===== src/rtl/legv8_cond_pkg.sv =====
// LEGv8 B.cond condition codes and their evaluation against NZCV.
// Shared by any block that needs to evaluate a condition code.
package legv8_cond_pkg;

  localparam logic [3:0] COND_EQ = 4'h0;
  localparam logic [3:0] COND_NE = 4'h1;
  localparam logic [3:0] COND_HS = 4'h2;
  localparam logic [3:0] COND_LO = 4'h3;
  localparam logic [3:0] COND_MI = 4'h4;
  localparam logic [3:0] COND_PL = 4'h5;
  localparam logic [3:0] COND_VS = 4'h6;
  localparam logic [3:0] COND_VC = 4'h7;
  localparam logic [3:0] COND_HI = 4'h8;
  localparam logic [3:0] COND_LS = 4'h9;
  localparam logic [3:0] COND_GE = 4'hA;
  localparam logic [3:0] COND_LT = 4'hB;
  localparam logic [3:0] COND_GT = 4'hC;
  localparam logic [3:0] COND_LE = 4'hD;
  localparam logic [3:0] COND_AL = 4'hE;
  localparam logic [3:0] COND_NV = 4'hF;

  function automatic logic cond_true(input logic [3:0] cond,
                                     input logic n, input logic z,
                                     input logic c, input logic v);
    logic r;
    unique case (cond)
      COND_EQ: r = z;
      COND_NE: r = !z;
      COND_HS: r = c;
      COND_LO: r = !c;
      COND_MI: r = n;
      COND_PL: r = !n;
      COND_VS: r = v;
      COND_VC: r = !v;
      COND_HI: r = c & !z;
      COND_LS: r = !(c & !z);
      COND_GE: r = (n == v);
      COND_LT: r = (n != v);
      COND_GT: r = !z & (n == v);
      COND_LE: r = !(!z & (n == v));
      COND_AL: r = 1'b1;
      COND_NV: r = 1'b1;
    endcase
    return r;
  endfunction

endpackage


===== src/rtl/cond_eval.sv =====
// Combinational condition evaluator: cond + NZCV -> taken.
// Kept standalone so CBZ/CSEL logic can reuse it.
module cond_eval
  import legv8_cond_pkg::*;
(
  input  logic [3:0] cond,
  input  logic       n,
  input  logic       z,
  input  logic       c,
  input  logic       v,
  output logic       taken
);

  assign taken = cond_true(cond, n, z, c, v);

endmodule


===== src/rtl/flag_hazard_ctrl.sv =====
// EX-stage NZCV hazard control: tracks in-flight flag writers, stalls or
// forwards for B.cond in ID, and registers the branch resolution.
module flag_hazard_ctrl #(
  parameter int FLAG_LAT = 2,
  parameter bit FORWARD  = 1'b1,
  parameter int CNT_W    = 16
) (
  input  logic             clk,
  input  logic             rst_n,
  input  logic             id_valid,
  input  logic             id_sets_flags,
  input  logic             id_is_bcond,
  input  logic [3:0]       id_cond,
  input  logic             flush,
  input  logic             alu_n,
  input  logic             alu_z,
  input  logic             alu_c,
  input  logic             alu_v,
  input  logic             sreg_n,
  input  logic             sreg_z,
  input  logic             sreg_c,
  input  logic             sreg_v,
  output logic             sreg_up,
  output logic             id_stall,
  output logic             id_fire,
  output logic             br_valid,
  output logic             br_taken,
  output logic [CNT_W-1:0] stall_cnt
);

  // Only the oldest writer (about to commit) is pending.
  localparam logic [FLAG_LAT:1] LAST_ONLY = FLAG_LAT'(1) << (FLAG_LAT - 1);

  logic [FLAG_LAT:1] pend;
  logic              use_alu;
  logic              flags_ok;
  logic              ev_n, ev_z, ev_c, ev_v;
  logic              taken;
  logic              bcond_fire;

  assign sreg_up  = pend[FLAG_LAT];
  assign use_alu  = FORWARD && (pend == LAST_ONLY);
  assign flags_ok = (pend == '0) || use_alu;

  assign id_stall = id_valid & id_is_bcond & ~flags_ok;
  // NOTE: pend is already clear in reset, but id_fire depends only on inputs
  // otherwise, so it is gated with rst_n to read 0 while reset is held.
  assign id_fire    = rst_n & id_valid & ~id_stall & ~flush;
  assign bcond_fire = id_fire & id_is_bcond;

  assign ev_n = use_alu ? alu_n : sreg_n;
  assign ev_z = use_alu ? alu_z : sreg_z;
  assign ev_c = use_alu ? alu_c : sreg_c;
  assign ev_v = use_alu ? alu_v : sreg_v;

  cond_eval u_cond_eval (
    .cond  (id_cond),
    .n     (ev_n),
    .z     (ev_z),
    .c     (ev_c),
    .v     (ev_v),
    .taken (taken)
  );

  // A B.cond that also sets flags is evaluated above against the prior
  // flags; its own writer enters pend[1] at this edge.
  // NOTE: non-blocking assignments keep every stage sampling the pre-edge
  // value, so the loop below shifts instead of rippling.
  always_ff @(posedge clk or negedge rst_n) begin
    if (!rst_n) begin
      pend <= '0;
    end else begin
      for (int i = FLAG_LAT; i >= 2; i--) begin
        pend[i] <= flush ? 1'b0 : pend[i-1];
      end
      pend[1] <= id_fire & id_sets_flags;
    end
  end

  always_ff @(posedge clk or negedge rst_n) begin
    if (!rst_n) begin
      br_valid <= 1'b0;
      br_taken <= 1'b0;
    end else begin
      br_valid <= bcond_fire;
      if (bcond_fire) br_taken <= taken;
    end
  end

  always_ff @(posedge clk or negedge rst_n) begin
    if (!rst_n) begin
      stall_cnt <= '0;
    end else if (id_stall && (stall_cnt != '1)) begin
      stall_cnt <= stall_cnt + 1'b1;
    end
  end

endmodule


===== config.mk =====
export PLATFORM = sky130hd
export DESIGN_NAME = flag_hazard_ctrl
export DESIGN_NICKNAME = d
export VERILOG_FILES = /design/src/rtl/legv8_cond_pkg.sv /design/src/rtl/cond_eval.sv /design/src/rtl/flag_hazard_ctrl.sv
export SDC_FILE = /design/constraint.sdc
export NUM_CORES = 1
export LEC_CHECK = 0
export CAP_MARGIN = 20
export CORE_MARGIN = 2
export CORE_UTILIZATION = 35
export CTS_BUF_LIST = sky130_fd_sc_hd__clkbuf_4
export DETAILED_ROUTE_END_ITERATION = 8
export GPL_TIMING_DRIVEN = 0
export PLACE_DENSITY = 0.74
export SYNTH_ARGS = -nofsm -noshare
export SYNTH_HDL_FRONTEND = slang
export SYNTH_HIERARCHICAL = 1
export SYNTH_SLANG_ARGS = --single-unit

===== constraint.sdc =====
create_clock -name clk -period 2.74 [get_ports clk]
set_input_delay 0.274 -clock clk [delete_from_list [all_inputs] [get_ports clk]]
set_output_delay 0.274 -clock clk [all_outputs]
set_load 0.02 [all_outputs]

==> impl_metrics.json, run 1 <==
{
  "vias_per_cell": 5.33,
  "die_w_um": 63.3,
  "slew_headroom_pct": 40.1,
  "wl_per_cell_um": 14.1,
  "rr_worst_depth": 8,
  "drc": 0,
  "synth_top_cell_by_area": "dfrtp_1",
  "worst_pin_slew_ns": 0.899,
  "cp.required_ns": 2.47,
  "grt_pass1_wl_um": 5320,
  "r2r_slack_ns": 0.40,
  "synth_compound_area_share_pct": 9.96,
  "critPathArrivalTime_ns": 2.18,
  "syn-instance-count": 124,
  "period_minus_slack_ns": 2.45,
  "power.total_mw": 0.638,
  "die-area_sq_mm": 0.00401,
  "syn_avg_cell_area_sq_um": 9.93,
  "core.rowCount": 21,
  "numCtsBuffers": 3,
  "clockRootBuffer": "clkbuf_4",
  "hpwlAfterDp_um": 2310,
  "comb_power_share_pct": 24.6,
  "sequentialPowerShare_pct": 53.2,
  "grt_overflow": 0,
  "clkTransAtPathRegs_ns": 0.11,
  "synth-xor-area-share_pct": 9.96,
  "detail-route-antenna-nets": 0,
  "crit_fanout": 21,
  "yosysSeqAreaShare_pct": 40.7,
  "first_pass_iters": 5,
  "clk_latency_ns": 0.31,
  "outcome": "finished, final reports clean",
  "worstSetupEndpointType": "primary output",
  "mappedNetlistArea_sq_mm": 0.00123,
  "synth-adder-area-share_pct": 1.02,
  "fin_crit_sh_pct": 89.4,
  "ios": 39,
  "io_buffers": 37,
  "hp-class": "primary input to asynchronous set/reset pin",
  "place_inst": 207,
  "crit-reg2reg-launch": "pend[1]$_DFF_PN0_",
  "cts_htree_levels": 1,
  "nets": 185,
  "clk_path_buf_depth": 2,
  "hold_ws_ns": 0.191,
  "grt_pass1_vias": 1200,
  "p_int_mw": 0.451,
  "synth-edff-count": 0,
  "via_count": 1124,
  "die_y_um": 63.3,
  "antenna_found_initial": 0,
  "synthMuxAreaShare_pct": 6.71,
  "cellPowerDensity_mw_per_mm2": 379,
  "synthTopCellsByArea": "dfrtp_1, xor2_1, mux2_2, nand3_1, xnor2_1",
  "criticalPathCategory": "primary input to primary output",
  "setup_tns_ns": 0,
  "synth-async-reset-ratio_pct": 100,
  "finalSetupViolCount": 0,
  "grt_max_degree": 22,
  "synth_seq_cells": 20,
  "maxCapViolCount": 0,
  "rsz0062_at_grt": "no",
  "areaGrowthSynthToFinish_pct": 36.8,
  "num_antenna_cells": 0,
  "cts_tree": "built",
  "p_leak_nw": 0.748,
  "postCtsSetupBuffers": 0,
  "dr.first_iter.drc_count": 43,
  "grtUsageTotal_pct": 16.2,
  "ys.flop_type": "dfrtp_1",
  "crit_path_start_kind": "primary input",
  "ir_worst_vdd_v": 0.000328,
  "start_util_pct": 36.6,
  "drv_slew": 0,
  "utilization_pct": 50.1,
  "clock_sinks": 20,
  "yosysTopAreaCellShare_pct": 40.7,
  "drive_above_1_share_pct": 12.1,
  "synth_top_family_by_area": "simple AND/OR/NAND/NOR gates",
  "swShare_pct": 29.3,
  "clock_skew_ns": 0.00790,
  "r2r-end": "br_taken$_DFFE_PN0P_",
  "wl_um": 2970,
  "core_sq_mm": 0.00336,
  "instances_no_fill": 211,
  "ys_types": 42,
  "fmax_mhz": 408,
  "fill_cells": 349,
  "place_congestion": 0.774,
  "yosys_warnings": 6,
  "p_switching_mw": 0.187,
  "clockPowerShare_pct": 22.2,
  "synth_fp_nets": 143,
  "yosys.area_share.simple_pct": 29.8,
  "hold_viol": 0
}
==> through the flow <==
step	setup WS [ns]	area (sq um)
floorplan	0.596	1230
global placement	0.0200	1660
detailed placement	-0.101	1660
CTS	0.196	1680
global route	0.0948	1680
finish	0.289	1680
==> layout make-up <==
class | instances | area (sq um) | share of cell area [%]
Buffer | 2 | 8.76 | 0.520
Clock inverter | 1 | 3.75 | 0.223
Clock buffer | 3 | 22.5 | 1.34
Sequential cell | 20 | 500 | 29.7
Tap cell | 46 | 57.6 | 3.42
Timing Repair Buffer | 37 | 369 | 21.9
Multi-Input combinational cell | 98 | 707 | 42.0
Inverter | 4 | 15.0 | 0.892
==> worst max-delay path, stage by stage <==
cell	delay, ns
dlygate4sd2_1	0.79
nand2_1	0.11
a211oi_1	0.32
clkdlybuf4s50_1	0.67
==> per-layer routing <==
| metal | up-vias | routed length (um) | track usage, % |
|---|---|---|---|
| li1 | 533 | - | - |
| met1 | 543 | 1190 | 18.5 |
| met2 | 39 | 1520 | 29.1 |
| met3 | 9 | 179 | 3.39 |
| met4 | 0 | 77 | 7.34 |
| met5 | - | 0 | 0 |
==> sequential cells by signal, summed over array words and instances (netlist names) <==
name and cells:
stall_cnt 16, br_taken 1, br_valid 1, pend 2
==> logic make-up after synthesis <==
kind of cell / Yosys count
adder cells (fa/ha/maj): 1
multiplexers: 7
AND/OR/NAND/NOR: 57
buffers and inverters: 6
AO/OA/AOI/OAI: 19
flip-flops: 20
XOR/XNOR: 14
==> worst max-delay path by stage <==
stage | startpoint | end | slack (ns)
CTS | rst_n | id_fire | 0.20
floorplan | pend[2]$_DFF_PN0_ | br_taken$_DFFE_PN0P_ | 0.60
finish | rst_n | id_fire | 0.29
global route | rst_n | id_fire | 0.09
global placement | rst_n | id_fire | 0.02
detailed placement | rst_n | id_fire | -0.10
==> Yosys cell counts (3+ instances only) <==
| cell | count |
|---|---|
| nand2_1 | 9 |
| xnor2_1 | 5 |
| dfrtp_1 | 20 |
| and2_1 | 3 |
| nor3_1 | 4 |
| xor2_1 | 9 |
| nand3_1 | 10 |
| a21oi_1 | 4 |
| nor2_1 | 6 |
| o21ai_0 | 5 |
| inv_1 | 4 |
| mux2_2 | 6 |
==> power by group through the flow <==
stage	Sequential (mW)	Combinational, mW	Clock, mW
after floorplan	0.363	0.0541	0
after global placement	0.344	0.152	0
after detailed placement	0.345	0.158	0
after CTS	0.340	0.159	0.146
after global routing	0.345	0.171	0.154
final	0.339	0.157	0.141
==> cell usage in the layout, fill, tap and decap left out, types with 2 or more instances in the layout <==
cell type,Yosys,routed
xor2_1,9,9
nand4_2,2,2
o21ai_0,5,5
a21oi_1,4,4
nand2b_1,2,2
mux2_2,6,6
inv_1,4,4
nor2_1,6,6
a31oi_1,2,2
nand4_1,2,2
xnor2_1,5,5
nor4_1,2,2
clkbuf_4,0,3
nor3b_1,2,2
clkdlybuf4s50_1,0,36
nor3_1,4,4
nand3_1,10,10
dfrtp_1,20,20
nand2_1,9,9
nor4b_1,2,2
nor2b_1,2,2
and2_1,3,3
a211oi_1,2,2
==> repair_timing <==
| action | 4_1_cts | 5_1_grt |
|---|---|---|
| endpoints found under the setup margin | 1 | 0 |
| resized for setup | 1 | 0 |
| hold buffers | 0 | 0 |
Power figures use the tool's default switching activity.
==> inputs of run 2 (changes only) <==
--- a/config.mk
+++ b/config.mk
@@ -7,11 +7,12 @@
 export LEC_CHECK = 0
 export CAP_MARGIN = 20
 export CORE_MARGIN = 2
-export CORE_UTILIZATION = 35
+export CORE_UTILIZATION = 48
 export CTS_BUF_LIST = sky130_fd_sc_hd__clkbuf_4
 export DETAILED_ROUTE_END_ITERATION = 8
 export GPL_TIMING_DRIVEN = 0
-export PLACE_DENSITY = 0.74
+export HOLD_SLACK_MARGIN = 0.03
+export PLACE_DENSITY = 0.93
 export SYNTH_ARGS = -nofsm -noshare
 export SYNTH_HDL_FRONTEND = slang
 export SYNTH_HIERARCHICAL = 1
==> run 2 against run 1 <==
Sequential power about the same. Clock skew decreased by 0.0072 ns. Cell count fell by 8.1%. Count of clock-buffer cells in the layout unchanged. Global-route usage increased by 4.6 points. Largest cell class unchanged. Combinational power barely moved. Routed wire length down 3.3%. Critical path type unchanged. Clock power is essentially flat. Worst hold slack worse by 0.030 ns. Die area shrank 25%. Setup slack improved by 0.021 ns.
==> impl_metrics.json, run 2 (same netlist as run 1, synthesis figures left out) <==
{
  "worstSetupEndpointType": "primary output",
  "drc": 0,
  "antenna_found_initial": 0,
  "wl_um": 2870,
  "grt_pass1_wl_um": 4370,
  "outcome": "finished, final reports clean",
  "hp-class": "primary input to asynchronous set/reset pin",
  "p_leak_nw": 0.746,
  "cts_tree": "built",
  "dpl_cell_area_sq_mm": 0.00164,
  "die-area_sq_mm": 0.00299,
  "clock_skew_ns": 0.000730,
  "worst_pin_slew_ns": 0.884,
  "met1_length_um": 1190,
  "largest_register_ffs": 16,
  "place_congestion": 0.850,
  "regMostFlops": "stall_cnt",
  "postCtsSetupBuffers": 0,
  "nets": 185,
  "final_area_sq_mm": 0.00166,
  "path_cells": "clkdlybuf4s15_1 > nand2_1 > a211oi_1 > clkdlybuf4s50_1",
  "hold_viol": 0,
  "detail-route-antenna-nets": 0,
  "dr.first_iter.drc_count": 39,
  "place_inst": 191,
  "crit_buf_inv": 2,
  "die_w_um": 54.6,
  "mostFrequentLayoutCells": "clkdlybuf4s50_1, dfrtp_1, nand3_1",
  "criticalPathCategory": "primary input to primary output",
  "fill_cells": 192,
  "max_stage_delay_ns": 0.75,
  "layout.cells.most_common": "clkdlybuf4s50_1",
  "crit_path_start_kind": "primary input",
  "ios": 39,
  "critPathArrivalTime_ns": 2.16,
  "cellPowerDensity_mw_per_mm2": 383,
  "power.total_mw": 0.636,
  "slew_headroom_pct": 41.1,
  "vias_per_cell": 5.69,
  "clk_path_buf_depth": 2,
  "met3_length_um": 184,
  "clockRootBuffer": "clkbuf_4",
  "clkTransAtPathRegs_ns": 0.10,
  "reg_top3": "stall_cnt (16), pend (2)",
  "die_y_um": 54.6,
  "hpwlAfterDp_um": 2210,
  "cp_slowest_cell": "clkdlybuf4s15_1",
  "wl_per_cell_um": 14.8,
  "num_antenna_cells": 0,
  "core_sq_mm": 0.00245,
  "grt_pass1_vias": 1024,
  "crit_family": "buffers and inverters",
  "first_pass_iters": 4,
  "top_layer_used": "met4",
  "hold_ws_ns": 0.161,
  "drive_above_1_share_pct": 12.2,
  "areaGrowthSynthToFinish_pct": 35.0,
  "cp.required_ns": 2.47,
  "r2r_slack_ns": 0.43,
  "rsz0062_at_grt": "no",
  "ir_worst_vdd_v": 0.000534,
  "start_util_pct": 50.2,
  "cts_hold_buf": 0,
  "maxCapViolCount": 0,
  "instances_no_fill": 194,
  "met2RoutedLength_um": 1410,
  "fin_crit_sh_pct": 88.7,
  "drv_slew": 0,
  "period_minus_slack_ns": 2.43,
  "io_buffers": 37,
  "grt_overflow": 0,
  "clk_latency_ns": 0.30,
  "via_count": 1103,
  "crit_fanout": 21,
  "fmax_mhz": 412,
  "clock_sinks": 20,
  "core.rowCount": 18,
  "grtUsageTotal_pct": 20.8,
  "grt_max_degree": 22,
  "cts_htree_levels": 1,
  "numCtsBuffers": 3,
  "finalSetupViolCount": 0
}
==> run 2: power by group <==
group          internal, mW  total (mW)  switching (mW)
sequential            0.313       0.340          0.0268
combinational        0.0851       0.158          0.0727
clock                0.0513       0.138          0.0869
total                 0.449       0.636           0.186
==> run 2: final timing paths <==
| path | start | endpoint | cells past startpoint |
|---|---|---|---|
| worst max-delay path | rst_n | id_fire | 4 |
| worst min-delay path | rst_n | stall_cnt[9]$_DFFE_PN0P_ | 1 |
| worst max register to register | pend[1]$_DFF_PN0_ | br_taken$_DFFE_PN0P_ | 8 |
| worst min register to register | br_taken$_DFFE_PN0P_ | br_taken$_DFFE_PN0P_ | 1 |
| max in group asynchronous | rst_n | stall_cnt[13]$_DFFE_PN0P_ | 1 |
| min in group clk | id_sets_flags | pend[1]$_DFF_PN0_ | 2 |
==> run 2: through the flow <==
step	util, %	setup WS (ns)	setup TNS [ns]
2_1_floorplan	-	0.596	0
3_3_place_gp	66.8	0.0450	0
3_5_place_dp	66.8	-0.0740	-0.0740
4_1_cts	67.6	0.184	0
5_1_grt	67.7	0.00513	0
6_report	67.7	0.310	0
==> run 2: cell type report <==
type                    count  area, sq um  area share [%]
flip-flops and latches     20          500            30.1
multi-input cells          98          707            42.5
well taps                  30         37.5            2.26
repair buffers             37          370            22.3
plain buffers               2         8.76           0.527
clock buffers               3         22.5            1.36
inverters                   4         15.0           0.904
==> run 2: routing by layer <==
metal	vias to the layer above	global-route usage (%)
li1	534	-
met1	518	24.1
met2	42	36.7
met3	9	3.28
met4	0	10.4
met5	-	0
==> run 2: repair_timing <==
item | CTS | global route
gates resized for setup | 1 | 1
endpoints found under the hold margin | 0 | 0
cloned | 0 | 0
setup endpoints to repair | 1 | 1
